**config.mk**
```make
export PLATFORM = sky130hd
export DESIGN_NAME = password_lock_ctrl
export DESIGN_NICKNAME = d
export VERILOG_FILES = /design/src/rtl/password_lock_pkg.sv /design/src/rtl/seg7_hex_decoder.sv /design/src/rtl/password_lock_ctrl.sv
export SDC_FILE = /design/constraint.sdc
export NUM_CORES = 1
export LEC_CHECK = 0
export ABC_AREA = 1
export BUFFER_PORTS_ARGS = -buffer_cell sky130_fd_sc_hd__buf_4
export CAP_MARGIN = 10
export CORE_ASPECT_RATIO = 1.2
export CORE_MARGIN = 4
export CORE_UTILIZATION = 36
export CTS_BUF_LIST = sky130_fd_sc_hd__clkbuf_8 sky130_fd_sc_hd__clkbuf_16
export DETAILED_ROUTE_END_ITERATION = 6
export SLEW_MARGIN = 40
export SYNTH_ARGS = -nofsm -noshare
export SYNTH_HDL_FRONTEND = slang
export SYNTH_SLANG_ARGS = --single-unit
```
**constraint.sdc**
```tcl
create_clock -name clk -period 2.05 [get_ports clk]
set_input_delay 0.41 -clock clk [delete_from_list [all_inputs] [get_ports clk]]
set_output_delay 0.41 -clock clk [all_outputs]
set_load 0.01 [all_outputs]
```
**src/rtl/password_lock_pkg.sv**
```systemverilog
// Shared types and display glyphs for the multi-digit password lock controller.
package password_lock_pkg;

   typedef enum logic [1:0] {
      ST_ENTRY,
      ST_CHECK,
      ST_UNLOCKED,
      ST_LOCKOUT
   } state_e;

   // Segment order gfedcba, active-high
   localparam logic [6:0] GLYPH_BLANK = 7'h00;
   localparam logic [6:0] GLYPH_DASH  = 7'h40;
   localparam logic [6:0] GLYPH_O     = 7'h5C;

   localparam logic [6:0] HEX_FONT [16] = '{
      7'h3F, 7'h06, 7'h5B, 7'h4F, 7'h66, 7'h6D, 7'h7D, 7'h07,
      7'h7F, 7'h6F, 7'h77, 7'h7C, 7'h39, 7'h5E, 7'h79, 7'h71
   };

endpackage

```
**src/rtl/seg7_hex_decoder.sv**
```systemverilog
// Combinational keypad digit to seven-segment hex glyph; digits above F decode blank.
module seg7_hex_decoder
   import password_lock_pkg::*;
#(
   parameter int unsigned DIGIT_W = 4
) (
   input  logic [DIGIT_W-1:0] digit,
   output logic [6:0]         seg_c
);

   if (DIGIT_W > 4) begin : g_wide
      always_comb seg_c = (digit[DIGIT_W-1:4] == '0) ? HEX_FONT[digit[3:0]] : GLYPH_BLANK;
   end else begin : g_narrow
      always_comb seg_c = HEX_FONT[4'(digit)];
   end

endmodule

```
**src/rtl/password_lock_ctrl.sv**
```systemverilog
// Multi-digit password lock: digit collection, passcode check, timed unlock window,
// timed lockout after repeated failures, and passcode reprogramming while unlocked.
module password_lock_ctrl
   import password_lock_pkg::*;
#(
   parameter int unsigned DIGIT_W        = 4,
   parameter int unsigned NUM_DIGITS     = 4,
   parameter int unsigned MAX_ATTEMPTS   = 3,
   parameter int unsigned UNLOCK_CYCLES  = 500,
   parameter int unsigned LOCKOUT_CYCLES = 1000,
   parameter logic [NUM_DIGITS*DIGIT_W-1:0] PASSCODE = 16'h1234,
   localparam int unsigned ATT_W = $clog2(MAX_ATTEMPTS + 1)
) (
   input  logic                    clk,
   input  logic                    reset,
   input  logic                    digit_valid,
   input  logic [DIGIT_W-1:0]      digit_in,
   input  logic                    enter,
   input  logic                    clear,
   input  logic                    program_en,
   input  logic                    relock,
   output logic                    unlock,
   output logic                    locked,
   output logic [ATT_W-1:0]        attempts,
   output logic [7*NUM_DIGITS-1:0] seg
);

   localparam int unsigned BUF_W     = NUM_DIGITS * DIGIT_W;
   localparam int unsigned CNT_W     = $clog2(NUM_DIGITS + 1);
   localparam int unsigned TIMER_MAX = (UNLOCK_CYCLES > LOCKOUT_CYCLES) ? UNLOCK_CYCLES
                                                                        : LOCKOUT_CYCLES;
   localparam int unsigned TIMER_W   = $clog2(TIMER_MAX + 1);

   state_e             state_q, state_d;
   logic [BUF_W-1:0]   code_buf_q, code_buf_d;
   logic [CNT_W-1:0]   cnt_q, cnt_d;
   logic [BUF_W-1:0]   pass_q, pass_d;
   logic [TIMER_W-1:0] timer_q, timer_d;
   logic [ATT_W-1:0]   att_q, att_d;

   logic                    full_c;
   logic [BUF_W-1:0]        shifted_c;
   logic [7*NUM_DIGITS-1:0] seg_c;
   logic [6:0]              hex_c [NUM_DIGITS];

   // Newest digit lands in the low bits, so the first-entered digit ends up most significant
   assign full_c    = (cnt_q == CNT_W'(NUM_DIGITS));
   assign shifted_c = (code_buf_q << DIGIT_W) | BUF_W'(digit_in);

   always_ff @(posedge clk or negedge reset) begin
      if (!reset) begin
         state_q    <= ST_ENTRY;
         code_buf_q <= '0;
         cnt_q      <= '0;
         pass_q     <= PASSCODE;
         timer_q    <= '0;
         att_q      <= '0;
      end else begin
         state_q    <= state_d;
         code_buf_q <= code_buf_d;
         cnt_q      <= cnt_d;
         pass_q     <= pass_d;
         timer_q    <= timer_d;
         att_q      <= att_d;
      end
   end

   always_comb begin
      state_d    = state_q;
      code_buf_d = code_buf_q;
      cnt_d      = cnt_q;
      pass_d     = pass_q;
      timer_d    = timer_q;
      att_d      = att_q;

      unique case (state_q)
         ST_ENTRY: begin
            if (clear) begin
               code_buf_d = '0;
               cnt_d      = '0;
            end else if (enter) begin
               state_d = ST_CHECK;
            end else if (digit_valid && !full_c) begin
               code_buf_d = shifted_c;
               cnt_d      = cnt_q + 1'b1;
            end
         end

         ST_CHECK: begin
            code_buf_d = '0;
            cnt_d      = '0;
            if (full_c && (code_buf_q == pass_q)) begin
               att_d   = '0;
               state_d = ST_UNLOCKED;
               timer_d = TIMER_W'(UNLOCK_CYCLES);
            end else if (att_q == ATT_W'(MAX_ATTEMPTS - 1)) begin
               att_d   = ATT_W'(MAX_ATTEMPTS);
               state_d = ST_LOCKOUT;
               timer_d = TIMER_W'(LOCKOUT_CYCLES);
            end else begin
               att_d   = att_q + 1'b1;
               state_d = ST_ENTRY;
            end
         end

         ST_UNLOCKED: begin
            // Leaving the window drops any half-typed digits so ENTRY starts clean
            if (relock || (timer_q <= TIMER_W'(1))) begin
               state_d    = ST_ENTRY;
               timer_d    = '0;
               code_buf_d = '0;
               cnt_d      = '0;
            end else begin
               timer_d = timer_q - 1'b1;
               if (clear) begin
                  code_buf_d = '0;
                  cnt_d      = '0;
               end else if (enter) begin
                  code_buf_d = '0;
                  cnt_d      = '0;
                  if (program_en && full_c) begin
                     pass_d  = code_buf_q;
                     timer_d = TIMER_W'(UNLOCK_CYCLES);
                  end
               end else if (digit_valid && !full_c) begin
                  code_buf_d = shifted_c;
                  cnt_d      = cnt_q + 1'b1;
               end
            end
         end

         ST_LOCKOUT: begin
            if (timer_q <= TIMER_W'(1)) begin
               state_d = ST_ENTRY;
               timer_d = '0;
               att_d   = '0;
            end else begin
               timer_d = timer_q - 1'b1;
            end
         end
      endcase
   end

   for (genvar g = 0; g < NUM_DIGITS; g++) begin : g_dec
      seg7_hex_decoder #(
         .DIGIT_W (DIGIT_W)
      ) u_dec (
         .digit (code_buf_q[g*DIGIT_W +: DIGIT_W]),
         .seg_c (hex_c[g])
      );
   end

   // Glyph overrides for the unlocked and lockout displays
   always_comb begin
      seg_c = '0;
      for (int unsigned i = 0; i < NUM_DIGITS; i++) begin
         case (state_q)
            ST_UNLOCKED: seg_c[7*i +: 7] = GLYPH_O;
            ST_LOCKOUT:  seg_c[7*i +: 7] = GLYPH_DASH;
            default:     seg_c[7*i +: 7] = (CNT_W'(i) < cnt_q) ? hex_c[i] : GLYPH_BLANK;
         endcase
      end
   end

   always_ff @(posedge clk or negedge reset) begin
      if (!reset) begin
         unlock   <= 1'b0;
         locked   <= 1'b0;
         attempts <= '0;
         seg      <= '0;
      end else begin
         unlock   <= (state_q == ST_UNLOCKED);
         locked   <= (state_q == ST_LOCKOUT);
         attempts <= att_q;
         seg      <= seg_c;
      end
   end

endmodule

```
### After elaboration in Yosys (flattened, before gate mapping)

Memory sizes are Yosys's and may differ from the RTL's.
Index checks and enable logic that the tools add are counted.

* add/subtract/negate cells: 3
* $lt $le $gt $ge: 9
* equal/unequal tests: 12
* muxes and demuxes: 48
* bitwise operators: 7
* reductions and logical operators: 14

Operators with widths (count)
* 2-to-1 mux 16 bit: 6
* 2-to-1 mux 7 bit: 12
* 2-to-1 mux 10 bit: 7
* case mux 7 bit (2 select lines): 4
* case mux 16 bit (3 select lines): 1
* case mux 10 bit (3 select lines): 1
* >= comparator 5 bit (second input constant): 4
* inverter 4 -> 5 bit: 4
* 2-to-1 mux 3 bit: 6
* equality test 16 bit: 1
* 2-to-1 mux 2 bit: 8
* OR 16 x 4 -> 16 bit: 1
* less-or-equal comparator 10 x 1 -> 1 bit (second input constant): 1
* subtractor 10 x 1 -> 10 bit (second input constant): 1
* case mux 3 bit (3 select lines): 1
* inequality test 2 bit (second input constant): 4
* case mux 2 bit (4 select lines): 1
* equality test 2 bit (second input constant): 3
* less-than comparator 1 x 3 -> 1 bit (first input constant): 2
* less-than comparator 2 x 3 -> 1 bit (first input constant): 2
* inequality test 3 bit (second input constant): 2
* AND reduction 2 bit: 3
* nonzero test 3 bit: 2
* AND reduction 5 bit: 1
* other kinds (12): 15

* register bits after elaboration: 81
* bits in read-only memories: 448
* logic and storage cells: 107
* memories: 4

Memories
* (name not given): words 16, width 7, rd ports 1, clocked after Yosys merged registers in 0, write ports 0, RTL line seg7_hex_decoder.sv:14 `always_comb seg_c = HEX_FONT[4'(digit)];`
* (name not given): words 16, width 7, rd ports 1, clocked after Yosys merged registers in 0, write ports 0, RTL line seg7_hex_decoder.sv:14
* (name not given): words 16, width 7, rd ports 1, clocked after Yosys merged registers in 0, write ports 0, RTL line seg7_hex_decoder.sv:14
* (name not given): words 16, width 7, rd ports 1, clocked after Yosys merged registers in 0, write ports 0, RTL line seg7_hex_decoder.sv:14

### Logic depth before layout (Yosys ltp)

* word-level depth: 8
* depth in mapped cells: 14
* depth with buffers taken out: 14

### Modules after synthesis

From an unflattened synthesis, not the netlist that was laid out.

* cell total of the unflattened synthesis: 739
* area total of the unflattened synthesis: 5255.0 µm²

Modules (own cells, without submodules)
* password_lock_ctrl: instances 1, cells an instance 531, area each 4174.0 µm², sequential area each 2033.2 µm²
* seg7_hex_decoder: instances 4, cells an instance 52, area each 270.3 µm², sequential area each 0.0 µm²

### Worst setup path before layout

Ideal clock, no wire load.

* path type: reg2reg
* from: register state_q[1]
* to: register cnt_q[0]
* library setup time: 133 ps
* arrival: 1692 ps
* slack: 225 ps
* stages on the path, launching flop included: 10
* path buffers: 2
* cells stage by stage: dfrtp_1 inv_1 ha_1 inv_1 a21oi_1 inv_1 nand2_1 clkbuf_1 clkbuf_1 a21oi_1

* longest elaborated chain between the ends: 3
* elaborated cells between the ends (all ways): 7
* classes of those cells: eq/ne (3); mux (1); reduce/logical (3)

Ends and longest elaborated chain
* from (decl): RTL line password_lock_ctrl.sv:34 `state_e state_q, state_d;`
* from (signal assigned): RTL line password_lock_ctrl.sv:59 `state_q <= state_d;`
* equality test 2 bit (tied with other cells): RTL line password_lock_ctrl.sv:76 `unique case (state_q)`
* nonzero test 3 bit (no source line) or inequality test 3 bit (tied branches)
* AND reduction 2 bit (no source line)
* to (signal assigned): RTL line password_lock_ctrl.sv:61 `cnt_q <= cnt_d;`
* to (decl): RTL line password_lock_ctrl.sv:36 `logic [CNT_W-1:0] cnt_q, cnt_d;`

Parallel ways exist; a longest one is shown, timed or not.
A chain may end at the register's enable or synchronous reset.

### Worst setup path in the final report

* from: register timer_q[0]
* to: register code_buf_q[13]

* longest elaborated chain between the ends: 4

Ends and longest elaborated chain
* from (decl): RTL line password_lock_ctrl.sv:38 `logic [TIMER_W-1:0] timer_q, timer_d;`
* from (signal assigned): RTL line password_lock_ctrl.sv:63 `timer_q <= timer_d;`
* less-or-equal comparator 10 x 1 -> 1 bit: RTL line password_lock_ctrl.sv:108 `if (relock || (timer_q <= TIMER_W'(1))) begin`
* logical OR 1 bit: RTL line password_lock_ctrl.sv:108
* 2-to-1 mux 16 bit: RTL line password_lock_ctrl.sv:108
* case mux 16 bit (3 select lines): RTL line password_lock_ctrl.sv:76
* to (signal assigned): RTL line password_lock_ctrl.sv:60 `code_buf_q <= code_buf_d;`
* to (decl): RTL line password_lock_ctrl.sv:35 `logic [BUF_W-1:0] code_buf_q, code_buf_d;`

Every way passes these cells.

==> run_results.csv <==
group,metric,value,unit
critical_path,timing.rr.end,"code_buf_q[13]",
pwr,p_sw_share,43.6,%
critical_path,startpoint,"timer_q[0]",
cells_and_area,drive_above_1_share,15.7,%
synth,synth_top_family_by_area,"simple AND/OR/NAND/NOR gates",
grt,grt.overflow.total,0,
outcome,status,"finished clean",
grt,grt_pass1_vias,4110,
cells_and_area,seqCellArea,0.00203,mm²
cells_and_area,syn_to_final_growth,19.0,%
floorplan,core-area,0.0127,mm²
sta,grt_setup_unrepaired,"yes",
synth,synth_edf_count,0,
placement,hpwl,8590,µm
cts,cts_htree_levels,3,
pwr,comb_power_share,49.8,%
grt,grt_first_pass_wirelength,20100,µm
placement,numPlacedInstances,802,
synth,synth-compound-area-share,15.4,%
sta,finalClockSkew,0.00692,ns
pwr,power.internal,0.00465,W
drt,drtIter0Drc,340,
sta,relSlewSlack,57.5,%
sta,tns,0,ns
cts,path_clk_slew,0.06,ns
critical_path,r2r-start,"timer_q[0]",
sta,hold_viol_final,0,
critical_path,cp-start-kind,"register",
cells_and_area,nNetsFinal,690,
synth,yosys.area_share.simple,23.1,%
drt,drt-total-wl,12000,µm
synth,synth_ff_type,"dfrtp_1",
critical_path,worstSetupEndpoint,"code_buf_q[13]",
floorplan,fp-row-count,45,
synth,muxShareOfSynthArea,0,%
cells_and_area,final_cells,818,
synth,ys_seq_area_share,43.2,%
grt,antenna_found_initial,0,
sta,finalSetupViolations,0,
drt,viasPerCell,5.04,
sta,worstMarginPinSlew,0.636,ns
drt,vias,4121,
pwr,seqPwrFrac,31.2,%
cts,clock-root-buffer,"clkbuf_16",
min_path,hold_class,"in -> async",
cts,cts_tree,"done",
drt,drt_first_pass_iters,5,
synth,synth.distinct_cells,42,
floorplan,die_width,112,µm
drt,wire_per_inst,14.7,µm
synth,synthXorXnorAreaFrac,2.61,%
critical_path,crit_path_end_kind,"register",
cells_and_area,fillers,1273,
sta,layout_setup_ws,0.187,ns
floorplan,io_pins,43,
pwr,p_per_area,1470,mW/mm²
drt,route.detailed.drc,0,
synth,synthesis.nets,640,
cts,cts_num_sinks,81,
sta,maxSlewViolCount,0,
critical_path,arrival,2.13,ns
floorplan,initial_core_util,37.0,%
synth,synth_seq_cells,81,
critical_path,rr_worst_depth,9,
cts,clockBufferDepth,2,
grt,grt_usage,16.6,%
sta,fin_crit,1.86,ns
synth,syn_inst,599,
synth,synth.yosys.warnings,0,
floorplan,die-height,133,µm
grt,grt_start_max_net_pins,37,
synth,synth_fa_ha_area_share,7.98,%
pwr,power.switching,0.00359,W
pwr,clockPowerShare,19.0,%
critical_path,reg2reg_slack,0.19,ns
drt,antenna_left,0,
critical_path,cp_max_fo,19,
synth,synth_area,0.00470,mm²
sta,hold_ws,0.0167,ns
cells_and_area,n_antenna_cell,0,
pwr,leakage,2.83,nW
critical_path,path_class,"reg -> reg",
placement,dp_slack,0.161,ns
synth,async_reset_ff_share,100,%
sta,fin_crit_sh,90.9,%
sta,max_freq,537,MHz
synth,syn_avg_cell_area,7.85,µm²
job,maxCapViolations,0,
cts,post_cts_buffers,0,
pwr,fin_total_pwr,0.00824,W
critical_path,worstPathRequired,2.31,ns
placement,gp_congestion,0.853,
cells_and_area,multi_input_area,0.00234,mm²
cts,clk_latency,0.34,ns
pwr,ir_worst_vdd,0.554,mV
floorplan,dieArea,0.0150,mm²
placement,io_buffer_count,42,
cts,cts_made_buffers,9,
-- metal layers --
metal | vias to the layer above | GRT usage, % | share of wire (%)
met5 | - | 0 | 0
met4 | 0 | 7.48 | 2.4
met3 | 16 | 2.36 | 3.1
met2 | 88 | 28.4 | 49
met1 | 1959 | 20.8 | 46
li1 | 2058 | - | -
-- timing repair --
item | 4_1_cts | 5_1_grt
hold endpoints to repair | 0 | 0
gates resized for setup | 0 | 7
setup endpoints to repair | 0 | 16
hold buffers | 0 | 0
-- worst max-delay path: stages, from the launching register on --
cell and delay (ns):
dfrtp_1 0.42, inv_1 0.07, ha_1 0.25, o21ai_0 0.23, nor3_2 0.08, inv_1 0.09, nand2_1 0.05, o21ai_1 0.20
nand2_4 0.20, a21oi_1 0.19
-- cell usage in the layout, fill, tap and decap left out, types with 4 or more instances in the layout --
master / n
nand2_1: 163
dfrtp_1: 76
o21ai_0: 62
buf_4: 61
inv_1: 57
nor2_1: 51
a21oi_1: 35
ha_1: 30
nand3_1: 25
clkbuf_16: 9
xor2_1: 8
a311oi_1: 6
xnor2_1: 6
o21ai_1: 5
dfstp_2: 5
inv_2: 4
nor3_1: 4
-- power groups by stage --
| stage | combinational, W | clock (W) | sequential, W |
|---|---|---|---|
| after global placement | 0.00394 | 0 | 0.00258 |
| after floorplan | 0.00275 | 0 | 0.00252 |
| after global routing | 0.00467 | 0.00168 | 0.00265 |
| final | 0.00410 | 0.00156 | 0.00257 |
| after CTS | 0.00404 | 0.00160 | 0.00258 |
| after detailed placement | 0.00401 | 0 | 0.00260 |
-- flip-flops by register name (all words and copies together), names as in the netlist --
name / count
att_q: 2
attempts: 2
cnt_q: 3
code_buf_q: 16
locked: 1
pass_q: 16
seg: 28
state_q: 2
timer_q: 10
unlock: 1
-- worst min-delay path by stage --
stage	end	slack, ns	cells after the start
after floorplan	att_q[0]	0.11	0
after global placement	seg[26]	0.39	1
after detailed placement	attempts[1]	0.39	0
after CTS	seg[26]	0.03	1
after global routing	seg[25]	0.04	1
final	seg[25]	0.02	1
-- Yosys cell counts, drive strengths merged (3+ instances only) --
cell / n / area, µm²
o22ai: 3 / 25.0
a311oi: 6 / 52.6
ha: 30 / 375
dfrtp: 76 / 1900
xor2: 8 / 70.1
nand2: 169 / 659
inv: 58 / 218
dfstp: 5 / 131
nor2: 53 / 204
a21oi: 36 / 180
o311ai: 3 / 26.3
buf: 11 / 86.3
clkbuf: 14 / 53.8
nand3: 27 / 145
nor3: 5 / 30.0
o21ai: 67 / 335
xnor2: 6 / 52.6
a211oi: 3 / 22.5
o211ai: 3 / 22.5
-- area by class of cell --
class | count | area share [%]
multi-input combinational | 434 | 41.8
sequential | 81 | 36.3
timing repair buffer | 64 | 9.25
clock buffer | 9 | 4.02
inverter | 59 | 3.96
tap | 164 | 3.66
clock inverter | 7 | 1.01
-- kinds of logic after synthesis --
logic type	after synthesis
simple gates	261
compound gates	129
xor+xnor	14
flops	81
fa+ha+maj	30
buf+inv	84
-- metrics by stage --
stage / utilization, % / cell area, µm²
after floorplan: - / 4700
final: 44.0 / 5600
after global routing: 44.0 / 5600
after CTS: 43.8 / 5570
after global placement: 41.5 / 5290
after detailed placement: 41.5 / 5290
Note: power is estimated with default switching activity, not from simulation.
